**src/rtl/execute_muldiv_if.sv**
```systemverilog
// rtl/execute_muldiv_if.sv - decode/hazard/forward bus into the execute stage and its results out
interface execute_muldiv_if #(
  parameter int WIDTH = 32,
  parameter int RADDR = 5
);
  logic             StallE;
  logic             FlushE;
  logic             RegWriteD;
  logic             MemWriteD;
  logic             RegDstD;
  logic [1:0]       MemtoRegD;
  logic [1:0]       ALUSrcD;
  logic [2:0]       ALUControlD;
  logic [2:0]       MdOpD;
  logic [RADDR-1:0] RsD;
  logic [RADDR-1:0] RtD;
  logic [RADDR-1:0] RdD;
  logic [WIDTH-1:0] rd1D;
  logic [WIDTH-1:0] rd2D;
  logic [WIDTH-1:0] SignImmD;
  logic [WIDTH-1:0] UnsignedImmD;
  logic [1:0]       ForwardAE;
  logic [1:0]       ForwardBE;
  logic [WIDTH-1:0] ALUOutM;
  logic [WIDTH-1:0] ResultW;
  logic             RegWriteE;
  logic             MemWriteE;
  logic [1:0]       MemtoRegE;
  logic [RADDR-1:0] WriteRegE;
  logic [WIDTH-1:0] ExOutE;
  logic [WIDTH-1:0] WriteDataE;
  logic [RADDR-1:0] RsE;
  logic [RADDR-1:0] RtE;
  logic             MdBusyE;
  logic             MdStallE;

  modport master (
    output StallE, FlushE, RegWriteD, MemWriteD, RegDstD, MemtoRegD, ALUSrcD,
           ALUControlD, MdOpD, RsD, RtD, RdD, rd1D, rd2D, SignImmD, UnsignedImmD,
           ForwardAE, ForwardBE, ALUOutM, ResultW,
    input  RegWriteE, MemWriteE, MemtoRegE, WriteRegE, ExOutE, WriteDataE,
           RsE, RtE, MdBusyE, MdStallE
  );

  modport slave (
    input  StallE, FlushE, RegWriteD, MemWriteD, RegDstD, MemtoRegD, ALUSrcD,
           ALUControlD, MdOpD, RsD, RtD, RdD, rd1D, rd2D, SignImmD, UnsignedImmD,
           ForwardAE, ForwardBE, ALUOutM, ResultW,
    output RegWriteE, MemWriteE, MemtoRegE, WriteRegE, ExOutE, WriteDataE,
           RsE, RtE, MdBusyE, MdStallE
  );
endinterface

```
**src/rtl/execute_muldiv.sv**
```systemverilog
// rtl/execute_muldiv.sv - execute stage: ID/EX register, forwarding, ALU, iterative mul/div with HI/LO
module execute_muldiv #(
  parameter int WIDTH = 32,
  parameter int RADDR = 5
) (
  input logic            clk,
  input logic            rst,
  execute_muldiv_if.slave bus
);
  localparam int CW = $clog2(WIDTH);
  localparam logic [CW-1:0] LAST = CW'(WIDTH - 1);

  typedef struct packed {
    logic             reg_write;
    logic             mem_write;
    logic             reg_dst;
    logic [1:0]       mem_to_reg;
    logic [1:0]       alu_src;
    logic [2:0]       alu_ctrl;
    logic [2:0]       md_op;
    logic [RADDR-1:0] rs;
    logic [RADDR-1:0] rt;
    logic [RADDR-1:0] rd;
    logic [WIDTH-1:0] rd1;
    logic [WIDTH-1:0] rd2;
    logic [WIDTH-1:0] sign_imm;
    logic [WIDTH-1:0] uns_imm;
  } stage_t;

  typedef enum logic {IDLE = 1'b0, RUN = 1'b1} md_state_t;

  stage_t           stage_q, stage_d;
  logic             load;
  logic [WIDTH-1:0] src_a, fwd_b, src_b, alu_y;

  md_state_t          state_q, state_d;
  logic [CW-1:0]      cnt_q, cnt_d;
  logic               issued_q, issued_d;
  logic [2*WIDTH-1:0] prod_q, prod_d;
  logic [WIDTH-1:0]   b_q, b_d;
  logic               is_div_q, is_div_d;
  logic               neg_q, neg_d;
  logic               rneg_q, rneg_d;
  logic [WIDTH-1:0]   hi_q, hi_d, lo_q, lo_d;
  logic               md_req, issue, done, md_busy;

  logic               sgn, sa, sb;
  logic [WIDTH-1:0]   a_mag, b_mag, q_raw, r_raw;
  logic [WIDTH:0]     sum, trial;
  logic [2*WIDTH-1:0] mul_step, div_step, step, prod_fix;

  // Stage register input: flush loads a bubble, stall holds, otherwise capture decode
  always_comb begin
    stage_d = stage_q;
    load    = 1'b0;
    if (bus.FlushE) begin
      stage_d = '0;
      load    = 1'b1;
    end else if (!bus.StallE) begin
      stage_d.reg_write  = bus.RegWriteD;
      stage_d.mem_write  = bus.MemWriteD;
      stage_d.reg_dst    = bus.RegDstD;
      stage_d.mem_to_reg = bus.MemtoRegD;
      stage_d.alu_src    = bus.ALUSrcD;
      stage_d.alu_ctrl   = bus.ALUControlD;
      stage_d.md_op      = bus.MdOpD;
      stage_d.rs         = bus.RsD;
      stage_d.rt         = bus.RtD;
      stage_d.rd         = bus.RdD;
      stage_d.rd1        = bus.rd1D;
      stage_d.rd2        = bus.rd2D;
      stage_d.sign_imm   = bus.SignImmD;
      stage_d.uns_imm    = bus.UnsignedImmD;
      load               = 1'b1;
    end
  end

  // Stage register; reset also produces a bubble
  always_ff @(posedge clk) begin
    if (rst) stage_q <= '0;
    else     stage_q <= stage_d;
  end

  // Forwarding muxes and SrcB select
  always_comb begin
    case (bus.ForwardAE)
      2'b00:   src_a = stage_q.rd1;
      2'b01:   src_a = bus.ResultW;
      default: src_a = bus.ALUOutM;
    endcase
    case (bus.ForwardBE)
      2'b00:   fwd_b = stage_q.rd2;
      2'b01:   fwd_b = bus.ResultW;
      default: fwd_b = bus.ALUOutM;
    endcase
    case (stage_q.alu_src)
      2'b00:   src_b = fwd_b;
      2'b10:   src_b = stage_q.uns_imm;
      default: src_b = stage_q.sign_imm;
    endcase
  end

  // ALU; arithmetic wraps, 101 is unused and yields zero
  always_comb begin
    case (stage_q.alu_ctrl)
      3'b000:  alu_y = src_a & src_b;
      3'b001:  alu_y = src_a | src_b;
      3'b010:  alu_y = src_a + src_b;
      3'b011:  alu_y = src_a ^ src_b;
      3'b100:  alu_y = ~(src_a | src_b);
      3'b110:  alu_y = src_a - src_b;
      3'b111:  alu_y = {{(WIDTH-1){1'b0}}, $signed(src_a) < $signed(src_b)};
      default: alu_y = '0;
    endcase
  end

  assign md_req  = (stage_q.md_op >= 3'd1) && (stage_q.md_op <= 3'd4);
  assign issue   = md_req && (state_q == IDLE) && !issued_q;
  assign done    = (state_q == RUN) && (cnt_q == LAST);
  assign md_busy = (state_q == RUN);

  // MD state register; only reset aborts a running op
  always_ff @(posedge clk) begin
    if (rst) state_q <= IDLE;
    else     state_q <= state_d;
  end

  // MD next state: WIDTH cycles in RUN per op
  always_comb begin
    state_d = state_q;
    if (state_q == IDLE) begin
      if (issue) state_d = RUN;
    end else if (cnt_q == LAST) begin
      state_d = IDLE;
    end
  end

  // MD outputs: busy flag and stall request for any MD or HI/LO access while busy
  always_comb begin
    bus.MdBusyE  = md_busy;
    bus.MdStallE = md_busy && (stage_q.md_op >= 3'd1) && (stage_q.md_op <= 3'd6);
  end

  // MD datapath: magnitude shift-add multiply / restoring divide, sign fix-up at the end
  always_comb begin
    sgn      = (stage_q.md_op == 3'd1) || (stage_q.md_op == 3'd3);
    sa       = sgn && src_a[WIDTH-1];
    sb       = sgn && fwd_b[WIDTH-1];
    a_mag    = sa ? -src_a : src_a;
    b_mag    = sb ? -fwd_b : fwd_b;
    sum      = {1'b0, prod_q[2*WIDTH-1:WIDTH]} + (prod_q[0] ? {1'b0, b_q} : '0);
    mul_step = {sum, prod_q[WIDTH-1:1]};
    trial    = {prod_q[2*WIDTH-1:WIDTH], prod_q[WIDTH-1]} - {1'b0, b_q};
    div_step = trial[WIDTH] ? {prod_q[2*WIDTH-2:0], 1'b0}
                            : {trial[WIDTH-1:0], prod_q[WIDTH-2:0], 1'b1};
    step     = is_div_q ? div_step : mul_step;
    prod_fix = neg_q ? -step : step;
    q_raw    = step[WIDTH-1:0];
    r_raw    = step[2*WIDTH-1:WIDTH];

    cnt_d    = cnt_q;
    prod_d   = prod_q;
    b_d      = b_q;
    is_div_d = is_div_q;
    neg_d    = neg_q;
    rneg_d   = rneg_q;
    hi_d     = hi_q;
    lo_d     = lo_q;
    // issued belongs to the op currently in E, so any register load clears it
    issued_d = load ? 1'b0 : (issue ? 1'b1 : issued_q);

    if (issue) begin
      prod_d   = {{WIDTH{1'b0}}, a_mag};
      b_d      = b_mag;
      is_div_d = stage_q.md_op >= 3'd3;
      neg_d    = sa ^ sb;
      rneg_d   = sa;
      cnt_d    = '0;
    end else if (state_q == RUN) begin
      prod_d = step;
      cnt_d  = cnt_q + CW'(1);
      if (done) begin
        if (is_div_q) begin
          // divide by zero: quotient all ones; remainder fix-up restores the dividend
          lo_d = (b_q == '0) ? '1 : (neg_q ? -q_raw : q_raw);
          hi_d = rneg_q ? -r_raw : r_raw;
        end else begin
          hi_d = prod_fix[2*WIDTH-1:WIDTH];
          lo_d = prod_fix[WIDTH-1:0];
        end
      end
    end
  end

  // MD datapath registers
  always_ff @(posedge clk) begin
    if (rst) begin
      cnt_q    <= '0;
      issued_q <= 1'b0;
      prod_q   <= '0;
      b_q      <= '0;
      is_div_q <= 1'b0;
      neg_q    <= 1'b0;
      rneg_q   <= 1'b0;
      hi_q     <= '0;
      lo_q     <= '0;
    end else begin
      cnt_q    <= cnt_d;
      issued_q <= issued_d;
      prod_q   <= prod_d;
      b_q      <= b_d;
      is_div_q <= is_div_d;
      neg_q    <= neg_d;
      rneg_q   <= rneg_d;
      hi_q     <= hi_d;
      lo_q     <= lo_d;
    end
  end

  assign bus.RegWriteE  = stage_q.reg_write;
  assign bus.MemWriteE  = stage_q.mem_write;
  assign bus.MemtoRegE  = stage_q.mem_to_reg;
  assign bus.WriteRegE  = stage_q.reg_dst ? stage_q.rd : stage_q.rt;
  assign bus.RsE        = stage_q.rs;
  assign bus.RtE        = stage_q.rt;
  assign bus.WriteDataE = fwd_b;
  assign bus.ExOutE     = (stage_q.md_op == 3'd5) ? hi_q :
                          (stage_q.md_op == 3'd6) ? lo_q : alu_y;
endmodule
```
**src/flat_wrapper.sv**
```systemverilog
// flat-port wrapper written by rule: the top's interface ports become plain ports
module execute_muldiv_flat 
#(
  parameter int WIDTH = 32,
  parameter int RADDR = 5
)
  (clk, rst, bus_StallE, bus_FlushE, bus_RegWriteD, bus_MemWriteD, bus_RegDstD, bus_MemtoRegD, bus_ALUSrcD, bus_ALUControlD, bus_MdOpD, bus_RsD, bus_RtD, bus_RdD, bus_rd1D, bus_rd2D, bus_SignImmD, bus_UnsignedImmD, bus_ForwardAE, bus_ForwardBE, bus_ALUOutM, bus_ResultW, bus_RegWriteE, bus_MemWriteE, bus_MemtoRegE, bus_WriteRegE, bus_ExOutE, bus_WriteDataE, bus_RsE, bus_RtE, bus_MdBusyE, bus_MdStallE);
  execute_muldiv_if #(.WIDTH(WIDTH), .RADDR(RADDR)) bus_i ();
  input logic clk;
  input logic rst;
  input wire logic [$bits(bus_i.StallE)-1:0] bus_StallE;
  input wire logic [$bits(bus_i.FlushE)-1:0] bus_FlushE;
  input wire logic [$bits(bus_i.RegWriteD)-1:0] bus_RegWriteD;
  input wire logic [$bits(bus_i.MemWriteD)-1:0] bus_MemWriteD;
  input wire logic [$bits(bus_i.RegDstD)-1:0] bus_RegDstD;
  input wire logic [$bits(bus_i.MemtoRegD)-1:0] bus_MemtoRegD;
  input wire logic [$bits(bus_i.ALUSrcD)-1:0] bus_ALUSrcD;
  input wire logic [$bits(bus_i.ALUControlD)-1:0] bus_ALUControlD;
  input wire logic [$bits(bus_i.MdOpD)-1:0] bus_MdOpD;
  input wire logic [$bits(bus_i.RsD)-1:0] bus_RsD;
  input wire logic [$bits(bus_i.RtD)-1:0] bus_RtD;
  input wire logic [$bits(bus_i.RdD)-1:0] bus_RdD;
  input wire logic [$bits(bus_i.rd1D)-1:0] bus_rd1D;
  input wire logic [$bits(bus_i.rd2D)-1:0] bus_rd2D;
  input wire logic [$bits(bus_i.SignImmD)-1:0] bus_SignImmD;
  input wire logic [$bits(bus_i.UnsignedImmD)-1:0] bus_UnsignedImmD;
  input wire logic [$bits(bus_i.ForwardAE)-1:0] bus_ForwardAE;
  input wire logic [$bits(bus_i.ForwardBE)-1:0] bus_ForwardBE;
  input wire logic [$bits(bus_i.ALUOutM)-1:0] bus_ALUOutM;
  input wire logic [$bits(bus_i.ResultW)-1:0] bus_ResultW;
  output wire logic [$bits(bus_i.RegWriteE)-1:0] bus_RegWriteE;
  output wire logic [$bits(bus_i.MemWriteE)-1:0] bus_MemWriteE;
  output wire logic [$bits(bus_i.MemtoRegE)-1:0] bus_MemtoRegE;
  output wire logic [$bits(bus_i.WriteRegE)-1:0] bus_WriteRegE;
  output wire logic [$bits(bus_i.ExOutE)-1:0] bus_ExOutE;
  output wire logic [$bits(bus_i.WriteDataE)-1:0] bus_WriteDataE;
  output wire logic [$bits(bus_i.RsE)-1:0] bus_RsE;
  output wire logic [$bits(bus_i.RtE)-1:0] bus_RtE;
  output wire logic [$bits(bus_i.MdBusyE)-1:0] bus_MdBusyE;
  output wire logic [$bits(bus_i.MdStallE)-1:0] bus_MdStallE;
  assign bus_i.StallE = bus_StallE;
  assign bus_i.FlushE = bus_FlushE;
  assign bus_i.RegWriteD = bus_RegWriteD;
  assign bus_i.MemWriteD = bus_MemWriteD;
  assign bus_i.RegDstD = bus_RegDstD;
  assign bus_i.MemtoRegD = bus_MemtoRegD;
  assign bus_i.ALUSrcD = bus_ALUSrcD;
  assign bus_i.ALUControlD = bus_ALUControlD;
  assign bus_i.MdOpD = bus_MdOpD;
  assign bus_i.RsD = bus_RsD;
  assign bus_i.RtD = bus_RtD;
  assign bus_i.RdD = bus_RdD;
  assign bus_i.rd1D = bus_rd1D;
  assign bus_i.rd2D = bus_rd2D;
  assign bus_i.SignImmD = bus_SignImmD;
  assign bus_i.UnsignedImmD = bus_UnsignedImmD;
  assign bus_i.ForwardAE = bus_ForwardAE;
  assign bus_i.ForwardBE = bus_ForwardBE;
  assign bus_i.ALUOutM = bus_ALUOutM;
  assign bus_i.ResultW = bus_ResultW;
  assign bus_RegWriteE = bus_i.RegWriteE;
  assign bus_MemWriteE = bus_i.MemWriteE;
  assign bus_MemtoRegE = bus_i.MemtoRegE;
  assign bus_WriteRegE = bus_i.WriteRegE;
  assign bus_ExOutE = bus_i.ExOutE;
  assign bus_WriteDataE = bus_i.WriteDataE;
  assign bus_RsE = bus_i.RsE;
  assign bus_RtE = bus_i.RtE;
  assign bus_MdBusyE = bus_i.MdBusyE;
  assign bus_MdStallE = bus_i.MdStallE;
  execute_muldiv #(.WIDTH(WIDTH), .RADDR(RADDR)) u_core (.clk(clk), .rst(rst), .bus(bus_i));
endmodule
```
**config.mk**
```make
export PLATFORM = sky130hd
export DESIGN_NAME = execute_muldiv_flat
export DESIGN_NICKNAME = d
export VERILOG_FILES = /design/src/rtl/execute_muldiv_if.sv /design/src/rtl/execute_muldiv.sv /design/src/flat_wrapper.sv
export SDC_FILE = /design/constraint.sdc
export NUM_CORES = 1
export LEC_CHECK = 0
export CAP_MARGIN = 20
export CORE_AREA = 2 2 305 307
export CTS_CLUSTER_SIZE = 30
export DETAILED_ROUTE_END_ITERATION = 8
export DIE_AREA = 0 0 307 309
export PLACE_DENSITY = 0.5
export SLEW_MARGIN = 20
export SYNTH_ARGS = -nofsm -noshare
export SYNTH_HDL_FRONTEND = slang
export SYNTH_SLANG_ARGS = --single-unit
```
**constraint.sdc**
```tcl
create_clock -name clk -period 10.23 [get_ports clk]
set_input_delay 2.046 -clock clk [delete_from_list [all_inputs] [get_ports clk]]
set_output_delay 2.046 -clock clk [all_outputs]
set_load 0.1 [all_outputs]
```
==> results.toml, run 1 <==
[outcome]
outcome = "complete, no violations"

[global_routing]
global_route.usage.total_pct = 25.5
first_global_vias = 26800
grt_pass1_wl_microns = 182000
gr-total-overflow = 0
grt_start_max_net_pins = 104
initial_antenna_violation_count = 7

[power]
total_switching_power_mw = 2.20
total_leakage_power_nw = 13.6
pwr_density_cell_nw_per_um2 = 157
switching_share_pct = 42.1
power_frac_comb_pct = 42.0
seq_power_share_pct = 26.7
ir_worst_vdd_v = 0.000109
p_clk_share_pct = 31.3
internal-power_mw = 3.04

[route]
drc = 0
first_iter_violations = 2452
dr.pass1.iters = 6
wl_microns = 124000
drt-vias-per-instance = 5.50
postRouteAntennaNets = 0
vias = 27800
wire_per_inst_microns = 24.5

[cts]
cts_num_sinks = 326
clock_tree.buffer_depth = 3
cts-buffers-inserted = 43
post_cts_hold_buffer_count = 0
cts_tree = "yes"
htree_num_levels = 2
clock_input_transition_at_the_sequential_cells_of_the_worst_setup_and_hold_paths_ns = 0.06
cts.root.buffer_cell = "clkbuf_16"
clk_latency_ns = 0.62

[placed_design]
buffer_ports.inserted = 312
finalWeightedCongestion = 0.933
pre_cts_slack_ns = 0.445
final_hpwl_from_detailed_placement_microns = 96400

[logic_synthesis]
post_synthesis_async_set_or_reset_flop_share_pct = 0
netlist.top_cell.by_area = "dfxtp_1"
seq_area_frac_synth_pct = 24.0
synth_cells = 3613
synth-edff-count = 0
ys_ff_latch = 326
synth_top_area_share_pct = 24.0
top_ff_cell_synth = "dfxtp_1"
post_synth_instance_area_sq_um = 27200
avgSynthCellArea_sq_um = 7.53
synthesized_net_count = 4020
yosys_warnings = 0
synth_top_cells_by_area = "dfxtp_1, mux2i_1, ha_1"
synth.distinct_cells = 104

[floorplanning]
initial_utilization_pct = 29.8
floorplan.die_area_sq_um = 94900
fp-row-count = 111
core_region_area_sq_um = 91400
boundaryPins = 313
fp.dieW_microns = 307
floorplan.die.height_microns = 309

[timing]
finalCriticalPeriod_ns = 9.84
portion_of_the_clock_cycle_consumed_by_the_worst_path_in_the_final_layout_pct = 96.2
maxSlewHeadroom_pct = 23.9
rsz0062_at_grt = "no"
worst_pin_slew_ns = 1.14
hold_violations = 0
finalMaxSlewViolations = 0
final.hold.worst_slack_ns = 0.462
fmaxAchievable_mhz = 102
worst_setup_skew_after_layout_ns = 0.0430
finalSetupViolCount = 0
postLayoutSetupSlackWorst_ns = 0.386

[critical_path]
worstSetupStartpointType = "input pin"
worstSetupEndpointType = "primary output"
cp.arrival_ns = 7.80
cp.required_ns = 8.18
timing.setup.critical_path_class = "in2out"
crit_path_max_fanout = 8

[worst_hold_path]
timing.hold.worst.class = "reg2reg"

[final_layout]
final_net_count = 4227
drive_above_1_share_pct = 7.89
areaGrowthSynthToFinish_pct = 22.7

[flow_run]
drv.max_cap_violation_count = 0
==> synth_stat cells, types with 22 or more instances <==
| cell type | n |
|---|---|
| a221o_1 | 22 |
| and2_1 | 43 |
| a211oi_1 | 86 |
| a21o_1 | 48 |
| nand3_1 | 49 |
| ha_1 | 175 |
| inv_1 | 182 |
| nor2_1 | 519 |
| nor4_1 | 31 |
| mux2i_1 | 328 |
| o21ai_1 | 22 |
| o21a_1 | 23 |
| dfxtp_1 | 326 |
| buf_1 | 27 |
| o221ai_1 | 23 |
| a31oi_1 | 35 |
| a22oi_1 | 22 |
| nand2_1 | 274 |
| clkbuf_1 | 181 |
| nor3_1 | 73 |
| o21ai_0 | 226 |
| nand2b_1 | 23 |
| xnor2_1 | 125 |
| a21oi_1 | 313 |
| nand4_1 | 28 |
| xor2_1 | 34 |
==> cells in the final DEF (no fill, tap or decap), types with 18 or more instances in the layout <==
master           instances
mux2i_1                328
clkdlybuf4s50_1        274
a21o_1                  48
nand3_1                 49
ha_1                   175
o31ai_1                 18
xnor2_1                125
inv_1                  182
dfxtp_1                321
a21oi_1                310
xor2_1                  34
nor2_1                 516
buf_12                  24
o21a_1                  23
o211ai_1                20
a221o_1                 22
o221ai_1                23
a211oi_1                86
a31oi_1                 35
o21bai_1                21
or3_1                   21
nor2b_1                 18
or2_2                   20
o21ai_1                 38
nand2b_1                22
nand2_1                274
o21ai_0                199
a22oi_1                 22
nor4_1                  31
nand4_1                 28
clkbuf_16               43
and2_1                  42
buf_4                   97
nor3_1                  70
==> power by group through the flow <==
stage	sequential [mW]	clock (mW)	combinational (mW)
floorplan	1.39	0	1.43
global placement	1.43	0	2.17
detailed placement	1.43	0	2.17
CTS	1.40	1.67	2.18
global route	1.41	1.72	2.35
finish	1.40	1.64	2.20
==> timing repair <==
item                                    in CTS  in global routing
setup buffers                                0                  0
gates resized for setup                      0                  1
endpoints found under the setup margin       0                  2
==> state kept, by name, summed over array words and instances, names as in the netlist <==
name,cells
u_core.b_q,32
u_core.hi_q,32
u_core.rneg_q,1
u_core.bus.RegWriteE,1
u_core.cnt_q,5
u_core.is_div_q,1
u_core.bus.RtE,5
u_core.issued_q,1
u_core.bus.MemtoRegE,2
u_core.prod_q,64
u_core.lo_q,32
u_core.bus.MdBusyE,1
u_core.stage_q,142
u_core.bus.RsE,5
u_core.bus.MemWriteE,1
u_core.neg_q,1
==> final timing paths <==
kind,start,end,slack [ns],cells after the start
setup / recovery,bus_ResultW[10],bus_ExOutE[27],0.39,20
hold / removal,u_core.hi_q[4],u_core.hi_q[4],0.46,2
setup reg to reg,u_core.b_q[0],u_core.hi_q[26],2.79,22
hold reg to reg,u_core.hi_q[4],u_core.hi_q[4],0.46,2
==> cells by family after synthesis <==
family / Yosys count / share of synthesized area (%)
AO/OA/AOI/OAI: 1037 / 24.9
XOR/XNOR: 159 / 5.12
adder cells (fa/ha/maj): 179 / 8.34
flip-flops: 326 / 24.0
multiplexers: 342 / 12.7
buffers and inverters: 423 / 6.14
AND/OR/NAND/NOR: 1147 / 18.9
==> area by class of cell <==
type                    count  area (sq um)
clock buffers              56          1230
multi-input cells        2864         19100
inverters                 185           694
fillers                  9730         58000
clock inverters            24           307
diodes                      3          7.51
well taps                1186          1480
flip-flops and latches    326          6540
repair buffers            400          3990
==> metal layers <==
layer / share of wire [%] / track usage, % / wire (microns) / up-vias
met5: 0.033 / 0 / 41 / -
met4: 5.1 / 11.7 / 6360 / 6
met3: 6.1 / 4.06 / 7520 / 189
met2: 46 / 42.2 / 56700 / 927
met1: 43 / 32.5 / 53000 / 13300
li1: - / - / - / 13300
==> through the flow <==
step | power (mW) | instances | cell area [sq um] | TNS [ns] | utilization [%]
global placement | 3.60 | 4961 | 31800 | 0 | 34.8
CTS | 5.25 | 5041 | 33400 | 0 | 36.5
global route | 5.47 | 5043 | 33400 | 0 | 36.5
detailed placement | 3.60 | 4961 | 31800 | 0 | 34.8
floorplan | 2.82 | 3613 | 27300 | -0.502 | -
finish | 5.24 | 5044 | 33400 | 0 | 36.5
==> critical path, stage by stage <==
cell and delay (ns):
clkdlybuf4s50_1 0.48, mux2i_1 0.08, o21ai_2 0.44, mux2i_1 0.15, o21ai_0 0.34, inv_1 0.14, ha_1 0.40, or4_1 0.52
nor2_1 0.27, nor4bb_1 0.45, o31ai_1 0.21, a311oi_1 0.31, buf_4 0.17, o221ai_1 0.18, o31ai_1 0.43, nor2_1 0.08
a2111oi_0 0.42, a211oi_1 0.16, a221o_1 0.34, buf_12 0.18
Note: power is estimated with default switching activity, not from simulation.
==> inputs of run 2 (changes only) <==
Settings changed: RECOVER_POWER set to 50.
==> run 2 against run 1 <==
Net effect:
- the run now ends with max-capacitance violations, max-slew violations left
- combinational power about the same
- critical path depth stayed put
- final area fell by 0.14%
- register-to-register slack worse by 0.55 ns
- wire length barely moved
- global-route usage stayed put
- first-iteration DRC count increased by 2.4%
- clock skew increased by 0.0024 ns
- critical path type unchanged
- largest cell class unchanged
- highest routed layer unchanged
==> results.toml, run 2 (synthesis results as in run 1) <==
[floorplanning]
boundaryPins = 313
floorplan.die.height_microns = 309
fp.dieW_microns = 307
fp-row-count = 111
floorplan.die_area_sq_um = 94900
core_region_area_sq_um = 91400
initial_utilization_pct = 29.8

[timing]
finalCriticalPeriod_ns = 9.82
fmaxAchievable_mhz = 102
finalSetupViolCount = 0
worst_setup_skew_after_layout_ns = 0.0454
worst_pin_slew_ns = 4.71
rsz0062_at_grt = "no"
hold_violations = 0
setup_total_negative_slack_ns = 0
maxSlewHeadroom_pct = -214
finalMaxSlewViolations = 407
portion_of_the_clock_cycle_consumed_by_the_worst_path_in_the_final_layout_pct = 96.0

[final_layout]
drive_above_1_share_pct = 7.65
largest_register_ff_count = 142
layout.cells.most_common = "nor2_1"
finalNonFillerCells = 5044
areaGrowthSynthToFinish_pct = 22.5
utilization_pct = 36.5
final_net_count = 4227
largest_register = "u_core.stage_q"
top_regs = "u_core.stage_q x142, u_core.prod_q x64"
filler_cell_count = 9734
final_cell_mix = "nor2_1, mux2i_1, dfxtp_1, a21oi_1, nand2_1"

[cts]
clk_latency_ns = 0.62
postCtsSetupBuffers = 0
clock_input_transition_at_the_sequential_cells_of_the_worst_setup_and_hold_paths_ns = 0.06
cts_tree = "yes"
cts.root.buffer_cell = "clkbuf_16"
htree_num_levels = 2
cts_num_sinks = 326
clock_tree.buffer_depth = 3
cts-buffers-inserted = 43
post_cts_hold_buffer_count = 0

[worst_hold_path]
timing.hold.worst.class = "reg2reg"

[route]
dr.max_layer_used = "met5"
first_iter_violations = 2511
met2_wirelength_microns = 56900
dr.pass1.iters = 8
vias = 27800
wl_microns = 124000
postRouteAntennaNets = 0
wire_per_inst_microns = 24.5
drt-vias-per-instance = 5.51
dr_wl_met3_microns = 7710
met1Wirelength_microns = 52600
drc = 0

[placed_design]
placed_cells = 4961
buffer_ports.inserted = 312
final_hpwl_from_detailed_placement_microns = 96400
finalWeightedCongestion = 0.933

[global_routing]
grt_pass1_wl_microns = 182000
first_global_vias = 26800
initial_antenna_violation_count = 7
global_route.usage.total_pct = 25.5
grt_start_max_net_pins = 104
gr-total-overflow = 0

[critical_path]
cp.arrival_ns = 7.77
crit_path_max_fanout = 8
worstSetupEndpointType = "primary output"
cp.required_ns = 8.18
timing.setup.critical_path_class = "in2out"
worstSetupStartpointType = "input pin"

[flow_run]
drv.max_cap_violation_count = 7

[power]
ir_worst_vdd_v = 0.000109
total_leakage_power_nw = 13.6
pwr_density_cell_nw_per_um2 = 157

[outcome]
outcome = "finished with violations"
failed_checks = "max-capacitance violations, max-slew violations"
run 2: area by class of cell:
type	instances	area (sq um)	area share [%]
Multi-Input combinational cell	2864	19100	57.3
Sequential cell	326	6530	19.6
Timing Repair Buffer	400	3970	11.9
Tap cell	1186	1480	4.45
Clock buffer	56	1230	3.71
Inverter	185	694	2.08
Clock inverter	24	307	0.920
Antenna cell	3	7.51	0.0225
run 2: layer usage:
layer,up-vias,GRT usage (%)
li1,13300,-
met1,13300,32.5
met2,936,42.2
met3,182,4.06
met4,6,11.7
met5,-,0
run 2: final timing paths:
kind	from	end	slack, ns	cells after the start
hold / removal	u_core.hi_q[2]	u_core.hi_q[2]	0.46	2
setup / recovery	bus_ResultW[10]	bus_ExOutE[27]	0.41	20
setup reg to reg	u_core.b_q[0]	u_core.hi_q[26]	2.24	22
hold reg to reg	u_core.hi_q[2]	u_core.hi_q[2]	0.46	2
run 2: repair_timing:
| action | 4_1_cts | 5_1_grt |
|---|---|---|
| resized for setup | 0 | 1 |
| endpoints found under the setup margin | 0 | 2 |
| endpoints found under the hold margin | 0 | 0 |
run 2: power by group:
group          total (mW)  internal [mW]  switching (mW)
logic                2.20          0.748            1.45
registers            1.40           1.32          0.0770
clock network        1.64          0.965           0.672
run 2: per-stage QoR:
step / hold WS (ns) / worst slack (ns) / power [mW] / cell area (sq um)
2_1_floorplan: 0.432 / -0.502 / 2.82 / 27300
3_3_place_gp: 0.444 / 0.523 / 3.60 / 31800
3_5_place_dp: 0.451 / 0.445 / 3.60 / 31800
4_1_cts: 0.460 / 0.419 / 5.25 / 33400
5_1_grt: 0.469 / 0.0651 / 5.47 / 33300
6_report: 0.463 / 0.414 / 5.23 / 33300
run 2: worst max-delay path, cell delays in order:
cell and delay, ns:
clkdlybuf4s50_1 0.48, mux2i_1 0.08, o21ai_2 0.44, mux2i_1 0.15, o21ai_0 0.34, inv_1 0.14
ha_1 0.40, or4_1 0.52, nor2_1 0.27, nor4bb_1 0.43, o31ai_1 0.20, a311oi_1 0.31
buf_4 0.17, o221ai_1 0.18, o31ai_1 0.42, nor2_1 0.08, a2111oi_0 0.41, a211oi_1 0.16
a221o_1 0.34, buf_12 0.18
